<file path="src/rtl/mux_nx1_rr.sv">
// mux_nx1_rr: N-input, WIDTH-bit stream multiplexer with a one-entry registered
// output and valid/ready handshakes on every port.
//
// A fixed-select mode (mode=0, channel chosen by sel) and a round-robin mode
// (mode=1, search starts at ptr) share the same grant/ready path.
//
// Ports:
//   clk        system clock, rising edge
//   rst        asynchronous active-high reset
//   mode       0 = fixed select via sel, 1 = round-robin among valid inputs
//   sel        channel index used in fixed mode (indices >= N grant nothing)
//   in_data    N packed channels, channel i at [i*WIDTH +: WIDTH]
//   in_valid   per-channel valid
//   in_ready   per-channel ready (combinational, at most one bit set)
//   out_data   registered data word
//   out_ch     channel that produced out_data
//   out_valid  output register holds a word
//   out_ready  consumer accepts the word when out_valid & out_ready

// Per-channel slice: ready gating and data masking for one input.
module mux_nx1_rr_lane #(
   parameter int WIDTH = 8
) (
   input  logic             grant,
   input  logic             load_en,
   input  logic             rst,
   input  logic [WIDTH-1:0] data,
   output logic             ready,
   output logic [WIDTH-1:0] data_sel
);
   // Ready is forced low while reset is held, independent of the clock.
   assign ready    = grant & load_en & ~rst;
   assign data_sel = grant ? data : '0;
endmodule

module mux_nx1_rr #(
   parameter int N     = 4,
   parameter int WIDTH = 8,
   parameter int SELW  = (N > 1) ? $clog2(N) : 1
) (
   input  logic               clk,
   input  logic               rst,
   input  logic               mode,
   input  logic [SELW-1:0]    sel,
   input  logic [N*WIDTH-1:0] in_data,
   input  logic [N-1:0]       in_valid,
   output logic [N-1:0]       in_ready,
   output logic [WIDTH-1:0]   out_data,
   output logic [SELW-1:0]    out_ch,
   output logic               out_valid,
   input  logic               out_ready
);

   logic [SELW-1:0]           ptr;
   logic [N-1:0]              grant;
   logic [N-1:0][WIDTH-1:0]   lane_data;
   logic [WIDTH-1:0]          mux_data;
   logic [SELW-1:0]           grant_ch;
   logic                      load_en;
   logic                      xfer;
   logic                      found;
   int                        idx;

   // Register can refill in the same cycle its word leaves.
   assign load_en = ~out_valid | out_ready;

   // Grant: one-hot or zero.
   always_comb begin
      grant = '0;
      found = 1'b0;
      idx   = 0;
      if (!mode) begin
         // An out-of-range sel never matches any index, so nothing is granted.
         for (int i = 0; i < N; i++)
            if (sel == SELW'(i)) grant[i] = in_valid[i];
      end else begin
         // Search ptr, ptr+1, ... wrapping modulo N; first valid wins.
         for (int k = 0; k < N; k++) begin
            idx = int'(ptr) + k;
            if (idx >= N) idx = idx - N;
            if (!found && in_valid[idx]) begin
               grant[idx] = 1'b1;
               found      = 1'b1;
            end
         end
      end
   end

   for (genvar i = 0; i < N; i++) begin : g_lane
      mux_nx1_rr_lane #(.WIDTH(WIDTH)) u_lane (
         .grant    (grant[i]),
         .load_en  (load_en),
         .rst      (rst),
         .data     (in_data[i*WIDTH +: WIDTH]),
         .ready    (in_ready[i]),
         .data_sel (lane_data[i])
      );
   end

   // Grant is one-hot, so OR-reducing the masked lanes selects the winner.
   always_comb begin
      mux_data = '0;
      grant_ch = '0;
      for (int i = 0; i < N; i++) begin
         mux_data = mux_data | lane_data[i];
         if (grant[i]) grant_ch = SELW'(i);
      end
   end

   assign xfer = |(in_valid & in_ready);

   always_ff @(posedge clk or posedge rst) begin
      if (rst) begin
         out_valid <= 1'b0;
         out_data  <= '0;
         out_ch    <= '0;
         ptr       <= '0;
      end else begin
         if (xfer) begin
            out_valid <= 1'b1;
            out_data  <= mux_data;
            out_ch    <= grant_ch;
            // Pointer only advances on a round-robin transfer.
            if (mode) begin
               if (int'(grant_ch) == N - 1) ptr <= '0;
               else                         ptr <= grant_ch + 1'b1;
            end
         end else if (out_ready) begin
            out_valid <= 1'b0;
         end
      end
   end

endmodule

</file>
<file path="config.mk">
export PLATFORM = sky130hd
export DESIGN_NAME = mux_nx1_rr
export DESIGN_NICKNAME = d
export VERILOG_FILES = /design/src/rtl/mux_nx1_rr.sv
export SDC_FILE = /design/constraint.sdc
export NUM_CORES = 1
export LEC_CHECK = 0
export BUFFER_PORTS_ARGS = -buffer_cell sky130_fd_sc_hd__buf_2
export CAP_MARGIN = 30
export CELL_PAD_IN_SITES_DETAIL_PLACEMENT = 1
export CELL_PAD_IN_SITES_GLOBAL_PLACEMENT = 1
export CORE_MARGIN = 2
export CORE_UTILIZATION = 39
export CTS_CLUSTER_SIZE = 8
export DETAILED_ROUTE_END_ITERATION = 7
export PLACE_DENSITY = 0.89
export SYNTH_ARGS = -nofsm -noshare
export SYNTH_HDL_FRONTEND = slang
export SYNTH_SLANG_ARGS = --single-unit
</file>
<file path="constraint.sdc">
create_clock -name clk -period 5.72 [get_ports clk]
set_input_delay 0.286 -clock clk [delete_from_list [all_inputs] [get_ports clk]]
set_output_delay 0.286 -clock clk [all_outputs]
set_load 0.02 [all_outputs]
</file>
==> metrics, run 1 <==
die height 64.66 um; Clock Pin Slew Worst Setup and Hold Paths 0.06 ns; Layout Cells excl Fill 239; total CTS buffers 3; Port Buffer Count 56; met2 routed WL 2.082 mm; die footprint 0.004181 mm2; Diodes inserted 0; Die X 64.66 um; Mapped Cells 145; global-route wire length before repair 6.782 mm; Clock Root Buffer clkbuf_8; f_max 0.2327 GHz; max cap viols 0; Seq/Total Area, Yosys 0.2267; Synth top area share 0.2267; Critical Path RT 5.85 ns; Detail Route met3 WL 172 um; crit-path max FO 11; worst path arrival time 4.43 ns; total congestion overflow 0; crit end category register; mapped cell area 0.001435 mm2; clk_lat worst skew 0.25 ns; crit-path max cell delay 0.77 ns; Leakage 0.7832 nW; ys async rst share 1.000; final WL 4.182 mm; GPL Wtd Cong 0.8306; DP Area 0.001690 mm2; cell area power density 433.2 mW/mm2; GRT Overall Usage 0.2141; Crit Reg-Reg Startpoint ptr[0]; core box area 0.003606 mm2; Layout area overhead 20.92%; post-CTS setup buffers 0; largest cells by area after synthesis dfrtp_1 23%, o211ai_1 13%, mux2_4 8.4%, mux4_2 6.3%, o2111ai_4 5.5%; routed vias/inst 5.757; endpoints failing hold 0; Sum Neg Setup Slack 0 ns; minimum clock period 4.297 ns; ys flop type dfrtp_1; Reg2Reg Depth 8; kind of start point of the critical path register; CP Class register to register; placed cell count 235; post-cts resize count 0; Avg WL per Cell 17.50 um; reg-to-reg slack, setup 1.42 ns; Synth area leader dfrtp_1; Final Skew 0.001906 ns; worst slew pin tran 0.9122 ns; Slew headroom 0.3912; period utilisation layout 0.7513; Seq cells post-synth 13; FILL cells 445; sinks on the clock net 13; most frequent cells in the layout 56 x buf_2, 24 x o211ai_1, 18 x inv_1; outcome finished, final reports clean; Final Slew Violations 0; DRT antenna net count 0; most common cell after layout, fill and taps aside buf_2; initial DRC count 51; library cells used by synthesis 31; synth warn 0; H-tree lvl count 1; Layout Nets 239; vias in the first global route 1450; CP max-delay cell o2111ai_1; RSZ-0062 raised after global routing false; Post-route DRC 0; Setup Viol. Count Final 0; number of flops mapped to enable cells by yosys 0; syn nets 192; initial antenna violation count 0; CTS max path bufs 2; wl on met1 1.840 mm; fraction of layout cells with a size suffix above 1 0.4241; critical-path cell list inv_1 -> ha_1 -> mux4_2 -> or4b_4 -> o2111ai_1 -> o221ai_1 -> a41oi_2 -> mux2_1; Power Total 0.7517 mW; Starting Density 0.3980; Final Util 0.4813; Vias 1376; post-DP HPWL 3.391 mm; DR top layer met4; # hold bufs at CTS 0; Design Area, Final 0.001735 mm2; Peak VDD IR 0.2184 mV; Cell Rows 22; mean cell area of the mapped netlist 9.897 um2; CP startpoint ptr[0]; Tightest Hold Check Type primary input to asynchronous set/reset pin; CTS tree done; I/O Pins 57; pin count of the biggest net entering global routing 14; first-pass detailed-route iteration total 4
==> sequential cells by signal, summed over array words and instances (netlist names) <==
signal     cells
out_ch         2
out_data       8
out_valid      1
ptr            2
==> worst max-delay path: cells and delay by family (launching register included) <==
family | cells | cell delay (ns)
simple gates | 1 | 0.61
compound gates | 3 | 1.80
fa+ha+maj | 1 | 0.34
mux | 2 | 0.75
buf+inv | 1 | 0.13
flops | 1 | 0.54
==> per-layer routing <==
layer | GRT usage | vias up
li1 | - | 643
met1 | 0.2592 | 670
met2 | 0.3776 | 55
met3 | 0.02257 | 8
met4 | 0.1037 | 0
met5 | 0 | -
==> layout make-up <==
class | count | area (um2) | area share
flip-flops and latches | 13 | 325.3 | 0.1875
multi-input cells | 100 | 957.2 | 0.5516
repair buffers | 56 | 280.3 | 0.1615
inverters | 18 | 67.56 | 0.03893
clock buffers | 4 | 45.04 | 0.02596
well taps | 48 | 60.06 | 0.03461
==> power breakdown <==
part / internal [mW] / switching, mW / total (mW)
Clock: 0.0494 / 0.0357 / 0.0851
Combinational: 0.215 / 0.273 / 0.488
Sequential: 0.138 / 0.0405 / 0.179
==> through the flow <==
| stage | hold WS (ns) | worst slack, ns |
|---|---|---|
| floorplan | 0.1630 | 2.661 |
| global placement | 0.3419 | 1.607 |
| detailed placement | 0.3542 | 1.411 |
| CTS | 0.08541 | 1.410 |
| global route | 0.1098 | 1.182 |
| finish | 0.06225 | 1.423 |
==> cell families after synthesis <==
kind of cell / Yosys count / share of synthesized area
adder cells (fa/ha/maj): 5 / 0.04359
flip-flops: 13 / 0.2267
AO/OA/AOI/OAI: 55 / 0.3514
buffers and inverters: 32 / 0.1064
multiplexers: 16 / 0.1770
AND/OR/NAND/NOR: 24 / 0.09503
==> synthesized netlist by cell type (2+ instances only) <==
| master | count |
|---|---|
| o211ai_1 | 24 |
| inv_1 | 18 |
| dfrtp_1 | 13 |
| o2111ai_1 | 9 |
| mux2_4 | 8 |
| a21o_1 | 6 |
| clkbuf_1 | 6 |
| nand2_1 | 6 |
| and2_1 | 5 |
| ha_1 | 5 |
| nor2_1 | 5 |
| buf_4 | 4 |
| mux4_2 | 4 |
| nand3b_1 | 4 |
| o21ai_1 | 4 |
| o2111ai_4 | 3 |
| o221ai_2 | 3 |
| buf_2 | 2 |
| buf_6 | 2 |
| mux2_2 | 2 |
| nor2b_1 | 2 |
==> path summary, 6_finish.rpt <==
check                                   end
worst min-delay path            out_data[3]
max in group asynchronous       out_data[4]
worst max-delay path            out_data[7]
min in group clk                  out_valid
worst min register to register  out_data[7]
worst max register to register  out_data[7]
Note: power is estimated with default switching activity, not from simulation.
==> run 2: changes to the inputs <==
--- a/config.mk
+++ b/config.mk
@@ -10,10 +10,10 @@
 export CELL_PAD_IN_SITES_DETAIL_PLACEMENT = 1
 export CELL_PAD_IN_SITES_GLOBAL_PLACEMENT = 1
 export CORE_MARGIN = 2
-export CORE_UTILIZATION = 39
+export CORE_UTILIZATION = 36
 export CTS_CLUSTER_SIZE = 8
 export DETAILED_ROUTE_END_ITERATION = 7
-export PLACE_DENSITY = 0.89
+export PLACE_DENSITY = 0.83
 export SYNTH_ARGS = -nofsm -noshare
 export SYNTH_HDL_FRONTEND = slang
 export SYNTH_SLANG_ARGS = --single-unit
==> constraint.sdc (replaced) <==
create_clock -name clk -period 4 [get_ports clk]
set_input_delay 0.2 -clock clk [delete_from_list [all_inputs] [get_ports clk]]
set_output_delay 0.2 -clock clk [all_outputs]
set_load 0.02 [all_outputs]
==> metrics, run 2 (synthesis gave the netlist of run 1 again) <==
Port Buffer Count 56 (unchanged); DRT antenna net count 0 (unchanged); Diodes inserted 0 (unchanged); Layout area overhead 21.97% (was 20.92%); Power Total 1.092 mW (was 0.7517 mW); CP Class register to register (unchanged); area occupied by multi-input gates 957.2 um2 (unchanged); final WL 4.470 mm (was 4.182 mm); Clock Root Buffer clkbuf_8 (unchanged); GPL Wtd Cong 0.8289 (was 0.8306); Final Skew 0.003762 ns (was 0.001906 ns); RSZ-0062 raised after global routing false (unchanged); die footprint 0.004508 mm2 (was 0.004181 mm2); GRT Overall Usage 0.2084 (was 0.2141); post-DP HPWL 3.632 mm (was 3.391 mm); Vias 1387 (was 1376); kind of start point of the critical path register (unchanged); I/O Pins 57 (unchanged); Post-route DRC 0 (unchanged); Critical Path RT 4.13 ns (was 5.85 ns); first-pass detailed-route iteration total 4 (unchanged); CP max-delay cell dfrtp_1 (was o2111ai_1); clk_lat worst skew 0.25 ns (about the same); Slew headroom 0.5706 (was 0.3912); # hold bufs at CTS 0 (unchanged); placed cell count 237 (was 235); die height 67.14 um (was 64.66 um); crit-path max cell delay 0.54 ns (was 0.77 ns); post-CTS setup buffers 0 (unchanged); sinks on the clock net 13 (unchanged); crit end category register (unchanged); initial antenna violation count 0 (unchanged); Avg WL per Cell 18.55 um (was 17.50 um); initial DRC count 88 (was 51); critical-path cell list inv_1 -> ha_1 -> mux4_2 -> nor3b_1 -> and2_1 -> o221ai_1 -> a41oi_2 -> buf_4 -> mux2_1 (was inv_1 -> ha_1 -> mux4_2 -> or4b_4 -> o2111ai_1 -> o221ai_1 -> a41oi_2 -> mux2_1); fraction of layout cells with a size suffix above 1 0.4301 (was 0.4241); Starting Density 0.3834 (was 0.3980); pin count of the biggest net entering global routing 14 (unchanged); core box area 0.003744 mm2 (was 0.003606 mm2); Leakage 0.7930 nW (was 0.7832 nW); CTS tree done (unchanged); Sum Neg Setup Slack 0 ns (unchanged); vias in the first global route 1458 (was 1450); Final Slew Violations 0 (unchanged); worst path arrival time 3.62 ns (was 4.43 ns); max cap viols 0 (unchanged); register area 325.3 um2 (unchanged); FILL cells 466 (was 445); post-cts resize count 0 (unchanged); Die X 67.14 um (was 64.66 um); most common cell after layout, fill and taps aside buf_2 (unchanged); CTS max path bufs 2 (unchanged); routed vias/inst 5.755 (was 5.757); H-tree lvl count 1 (unchanged); total congestion overflow 0 (unchanged); endpoints failing hold 13 (was 0); total CTS buffers 3 (unchanged); Layout Nets 241 (was 239); global-route wire length before repair 7.127 mm (was 6.782 mm); outcome finished with violations (was finished, final reports clean); crit-path max FO 11 (unchanged); Layout Cells excl Fill 241 (was 239); Top reg by flops out_data (unchanged); period utilisation layout 0.8727 (was 0.7513); cell area power density 623.9 mW/mm2 (was 433.2 mW/mm2); Setup Viol. Count Final 0 (unchanged); most frequent cells in the layout 56 x buf_2, 24 x o211ai_1, 18 x inv_1 (unchanged); largest registers out_data: 8 flops, out_ch: 2 flops, ptr: 2 flops (unchanged); minimum clock period 3.491 ns (was 4.297 ns); Clock Pin Slew Worst Setup and Hold Paths 0.06 ns (about the same); Cell Rows 22 (unchanged); flip-flop count of the largest register after layout 8 (unchanged); Peak VDD IR 0.2293 mV (was 0.2184 mV); worst slew pin tran 0.6398 ns (was 0.9122 ns); Tightest Hold Check Type primary input to asynchronous set/reset pin (unchanged); f_max 0.2865 GHz (was 0.2327 GHz); minimum hold slack -0.01029 ns (was 0.06225 ns); failing checks hold timing
## run 2: cell count changes in the layout (fill, tap and decap cells not counted), sizes merged
| cell | delta |
|---|---|
| buf | +2 |
## run 2: final timing paths
kind | depth (start not counted) | slack, ns | start | end
worst max-delay path | 9 | 0.51 | ptr[0] | out_data[7]
worst min-delay path | 2 | -0.01 | rst | out_data[4]
worst min register to register | 1 | 0.49 | out_data[7] | out_data[7]
worst max register to register | 9 | 0.51 | ptr[0] | out_data[7]
min in group clk | 3 | 0.25 | out_ready | out_valid
max in group asynchronous | 2 | 3.67 | rst | out_data[5]
## run 2: critical path, delay by kind of cell, from the launching register on
| family | cells | cell delay [ns] |
|---|---|---|
| AOI/OAI and AO/OA | 2 | 0.48 |
| DFF | 1 | 0.54 |
| buffers and inverters | 2 | 0.39 |
| and+or+nand+nor | 2 | 0.90 |
| adders and majority gates | 1 | 0.35 |
| muxes | 2 | 0.70 |
## run 2: power by group
part / internal, mW / leakage, nW / switching, mW / total (mW)
logic: 0.314 / 0.618 / 0.402 / 0.716
registers: 0.198 / 0.152 / 0.0588 / 0.256
clock network: 0.0705 / 0.0228 / 0.0496 / 0.120
total: 0.582 / 0.793 / 0.510 / 1.09
## run 2: routing by layer
layer	part of all wire	GRT usage	vias up	wire length [um]
li1	-	-	651	-
met1	0.41	0.2474	682	1813
met2	0.53	0.3886	52	2347
met3	0.066	0.04333	2	293
met4	0.0036	0.03571	0	16
met5	0	0	-	0
## run 2: final cells by class
cell class	instances	area share
multi-input combinational	100	0.5468
sequential	13	0.1858
timing repair buffer	58	0.1687
inverter	18	0.03860
tap	48	0.03431
clock buffer	4	0.02573
## run 2: per-stage QoR
| step | util | hold WS, ns | area [um2] | worst slack, ns |
|---|---|---|---|---|
| 4_1_cts | 0.4676 | 0.007526 | 1750 | 0.5088 |
| 3_5_place_dp | 0.4555 | 0.2737 | 1705 | 0.5235 |
| 5_1_grt | 0.4676 | 0.03690 | 1750 | 0.2565 |
| 2_1_floorplan | - | 0.07696 | 1435 | 0.9411 |
| 6_report | 0.4676 | -0.01029 | 1750 | 0.5093 |
| 3_3_place_gp | 0.4555 | 0.2578 | 1705 | 0.7281 |
==> run 3: changes to the inputs <==
--- a/config.mk
+++ b/config.mk
@@ -10,10 +10,11 @@
 export CELL_PAD_IN_SITES_DETAIL_PLACEMENT = 1
 export CELL_PAD_IN_SITES_GLOBAL_PLACEMENT = 1
 export CORE_MARGIN = 2
-export CORE_UTILIZATION = 36
+export CORE_UTILIZATION = 34
 export CTS_CLUSTER_SIZE = 8
 export DETAILED_ROUTE_END_ITERATION = 7
-export PLACE_DENSITY = 0.83
+export PLACE_DENSITY = 0.82
 export SYNTH_ARGS = -nofsm -noshare
 export SYNTH_HDL_FRONTEND = slang
+export SYNTH_HIERARCHICAL = 1
 export SYNTH_SLANG_ARGS = --single-unit
==> metrics, run 3 <==
outcome finished, final reports clean (was finished with violations); I/O Pins 57 (unchanged); CP Class register to register (unchanged); DRT antenna net count 0 (unchanged); sinks on the clock net 13 (unchanged); Synth top cells by count 32 x and2_2, 13 x dfrtp_1, 11 x a21oi_1 (was 24 x o211ai_1, 18 x inv_1, 13 x dfrtp_1); post-cts resize count 0 (unchanged); syn nets 197 (was 192); Vias 1357 (was 1387); H-tree lvl count 1 (unchanged); Critical Path RT 4.13 ns (about the same); number of flops mapped to enable cells by yosys 0 (unchanged); Post-route DRC 0 (unchanged); die footprint 0.004456 mm2 (was 0.004508 mm2); Starting Density 0.3603 (was 0.3834); period utilisation layout 0.9065 (was 0.8727); mapped cell area 0.001339 mm2 (was 0.001435 mm2); GRT Overall Usage 0.2069 (was 0.2084); vias in the first global route 1490 (was 1458); largest cells by area after synthesis dfrtp_1 24%, and2_2 18%, ha_1 6.5%, mux4_2 5.0%, a21oi_1 4.1% (was dfrtp_1 23%, o211ai_1 13%, mux2_4 8.4%, mux4_2 6.3%, o2111ai_4 5.5%); Final Slew Violations 0 (unchanged); largest registers out_data: 8 flops, out_ch: 2 flops, ptr: 2 flops (unchanged); endpoints failing hold 0 (was 13); Port Buffer Count 56 (unchanged); fraction of layout cells with a size suffix above 1 0.5024 (was 0.4301); Synth top area share 0.2430 (was 0.2267); Leakage 0.8212 nW (was 0.7930 nW); ys flop type dfrtp_1 (unchanged); Reg2Reg Depth 12 (was 9); minimum hold slack 0.009655 ns (was -0.01029 ns); clk_lat worst skew 0.24 ns (was 0.25 ns); Slew headroom 0.6238 (was 0.5706); Layout area overhead 28.41% (was 21.97%); Place WS 0.4190 ns (was 0.5235 ns); ys async rst share 1.000 (unchanged); total congestion overflow 0 (unchanged); Layout Nets 257 (was 241); max cap viols 0 (unchanged); CTS max path bufs 2 (unchanged); Setup Viol. Count Final 0 (unchanged); Seq/Total Area, Yosys 0.2430 (was 0.2267); Mapped Cells 148 (was 145); Seq cells post-synth 13 (unchanged); Clock Pin Slew Worst Setup and Hold Paths 0.05 ns (was 0.06 ns); final WL 4.180 mm (was 4.470 mm); # hold bufs at CTS 0 (unchanged); worst slew pin tran 0.5644 ns (was 0.6398 ns); Die X 66.75 um (was 67.14 um); RSZ-0062 raised after global routing false (unchanged); die height 66.75 um (was 67.14 um); post-DP HPWL 3.384 mm (was 3.632 mm); DP Area 0.001674 mm2 (was 0.001705 mm2); initial DRC count 42 (was 88); Cell Rows 22 (unchanged); initial antenna violation count 0 (unchanged); Crit Reg-Reg Startpoint ptr[1] (was ptr[0]); cell area power density 673.3 mW/mm2 (was 623.9 mW/mm2); total CTS buffers 3 (unchanged); Tightest Hold Check Type primary input to asynchronous set/reset pin (unchanged); Sum Neg Setup Slack 0 ns (unchanged); worst path arrival time 3.76 ns (was 3.62 ns); library cells used by synthesis 37 (was 31); mean cell area of the mapped netlist 9.046 um2 (was 9.897 um2); routed vias/inst 5.322 (was 5.755); most common cell after layout, fill and taps aside buf_2 (unchanged); crit end category register (unchanged); post-CTS setup buffers 0 (unchanged); Diodes inserted 0 (unchanged); most common cell in the synthesized netlist and2_2 (was o211ai_1); global-route wire length before repair 6.920 mm (was 7.127 mm); Synth area leader dfrtp_1 (unchanged); flip-flop count of the largest register after layout 8 (unchanged); CTS tree done (unchanged); Clock Root Buffer clkbuf_8 (unchanged); pin count of the biggest net entering global routing 20 (was 14); Peak VDD IR 0.2056 mV (was 0.2293 mV); reg2reg end out_ch[1] (was out_data[7]); Final Util 0.4626 (was 0.4676); Top reg by flops out_data (unchanged); first-pass detailed-route iteration total 4 (unchanged); synth warn 6 (was 0); kind of start point of the critical path register (unchanged); GPL Wtd Cong 0.8545 (was 0.8289); f_max 0.2758 GHz (was 0.2865 GHz); final worst setup slack 0.3741 ns (was 0.5093 ns); most frequent cells in the layout 56 x buf_2, 32 x and2_2, 13 x dfrtp_1 (was 56 x buf_2, 24 x o211ai_1, 18 x inv_1); minimum clock period 3.626 ns (was 3.491 ns); Final Skew 0.001354 ns (was 0.003762 ns); crit-path max FO 19 (was 11); core box area 0.003716 mm2 (was 0.003744 mm2); reg-to-reg slack, setup 0.37 ns (was 0.51 ns); Avg WL per Cell 16.39 um (was 18.55 um); Design Area, Final 0.001719 mm2 (was 0.001750 mm2)
run 3: through the flow:
step                      power [mW]  instances
final                          1.158        255
after floorplan               0.8190        148
after CTS                      1.164        255
after detailed placement       1.041        251
after global placement         1.015        251
after global routing           1.247        255
run 3: final cells by class:
class | count | area (um2)
clock buffer | 4 | 45.04
fill | 473 | 1997
inverter | 5 | 18.77
multi-input combinational | 125 | 959.7
sequential | 13 | 325.3
tap | 48 | 60.06
timing repair buffer | 60 | 310.3
run 3: worst max path at each step:
stage / cells past startpoint / from / slack, ns / end
finish: 12 / ptr[1] / 0.37 / out_ch[1]
global route: 12 / ptr[1] / 0.07 / out_ch[1]
detailed placement: 12 / ptr[1] / 0.42 / out_ch[1]
floorplan: 14 / ptr[0] / 0.54 / out_data[4]
CTS: 12 / ptr[1] / 0.40 / out_ch[1]
global placement: 12 / ptr[1] / 0.57 / out_ch[1]
run 3: cell families (layout without fill, tap and decap cells):
group	Yosys count	in the layout	share of synthesized area
compound gates	34	34	0.1729
buf+inv	10	69	0.04018
simple gates	75	75	0.3701
flops	13	13	0.2430
fa+ha+maj	7	7	0.06542
mux	9	9	0.1084
run 3: layer usage:
layer	track usage	routed length, um	vias up
li1	-	-	656
met1	0.2497	1889	649
met2	0.3725	2005	46
met3	0.03885	218	6
met4	0.05612	66	0
met5	0	0	-
run 3: worst max-delay path, stage by stage (launching register included):
cell	delay, ns
dfrtp_1	0.55
inv_1	0.18
ha_1	0.41
mux4_2	0.40
nor4b_4	0.35
a221oi_1	0.18
a21oi_2	0.44
and3b_1	0.26
a22oi_1	0.10
nand2_1	0.09
buf_4	0.23
a22oi_1	0.13
o22a_1	0.19
run 3: power breakdown:
part	switching (mW)	internal, mW
combinational	0.457	0.338
sequential	0.0485	0.197
clock	0.0468	0.0704
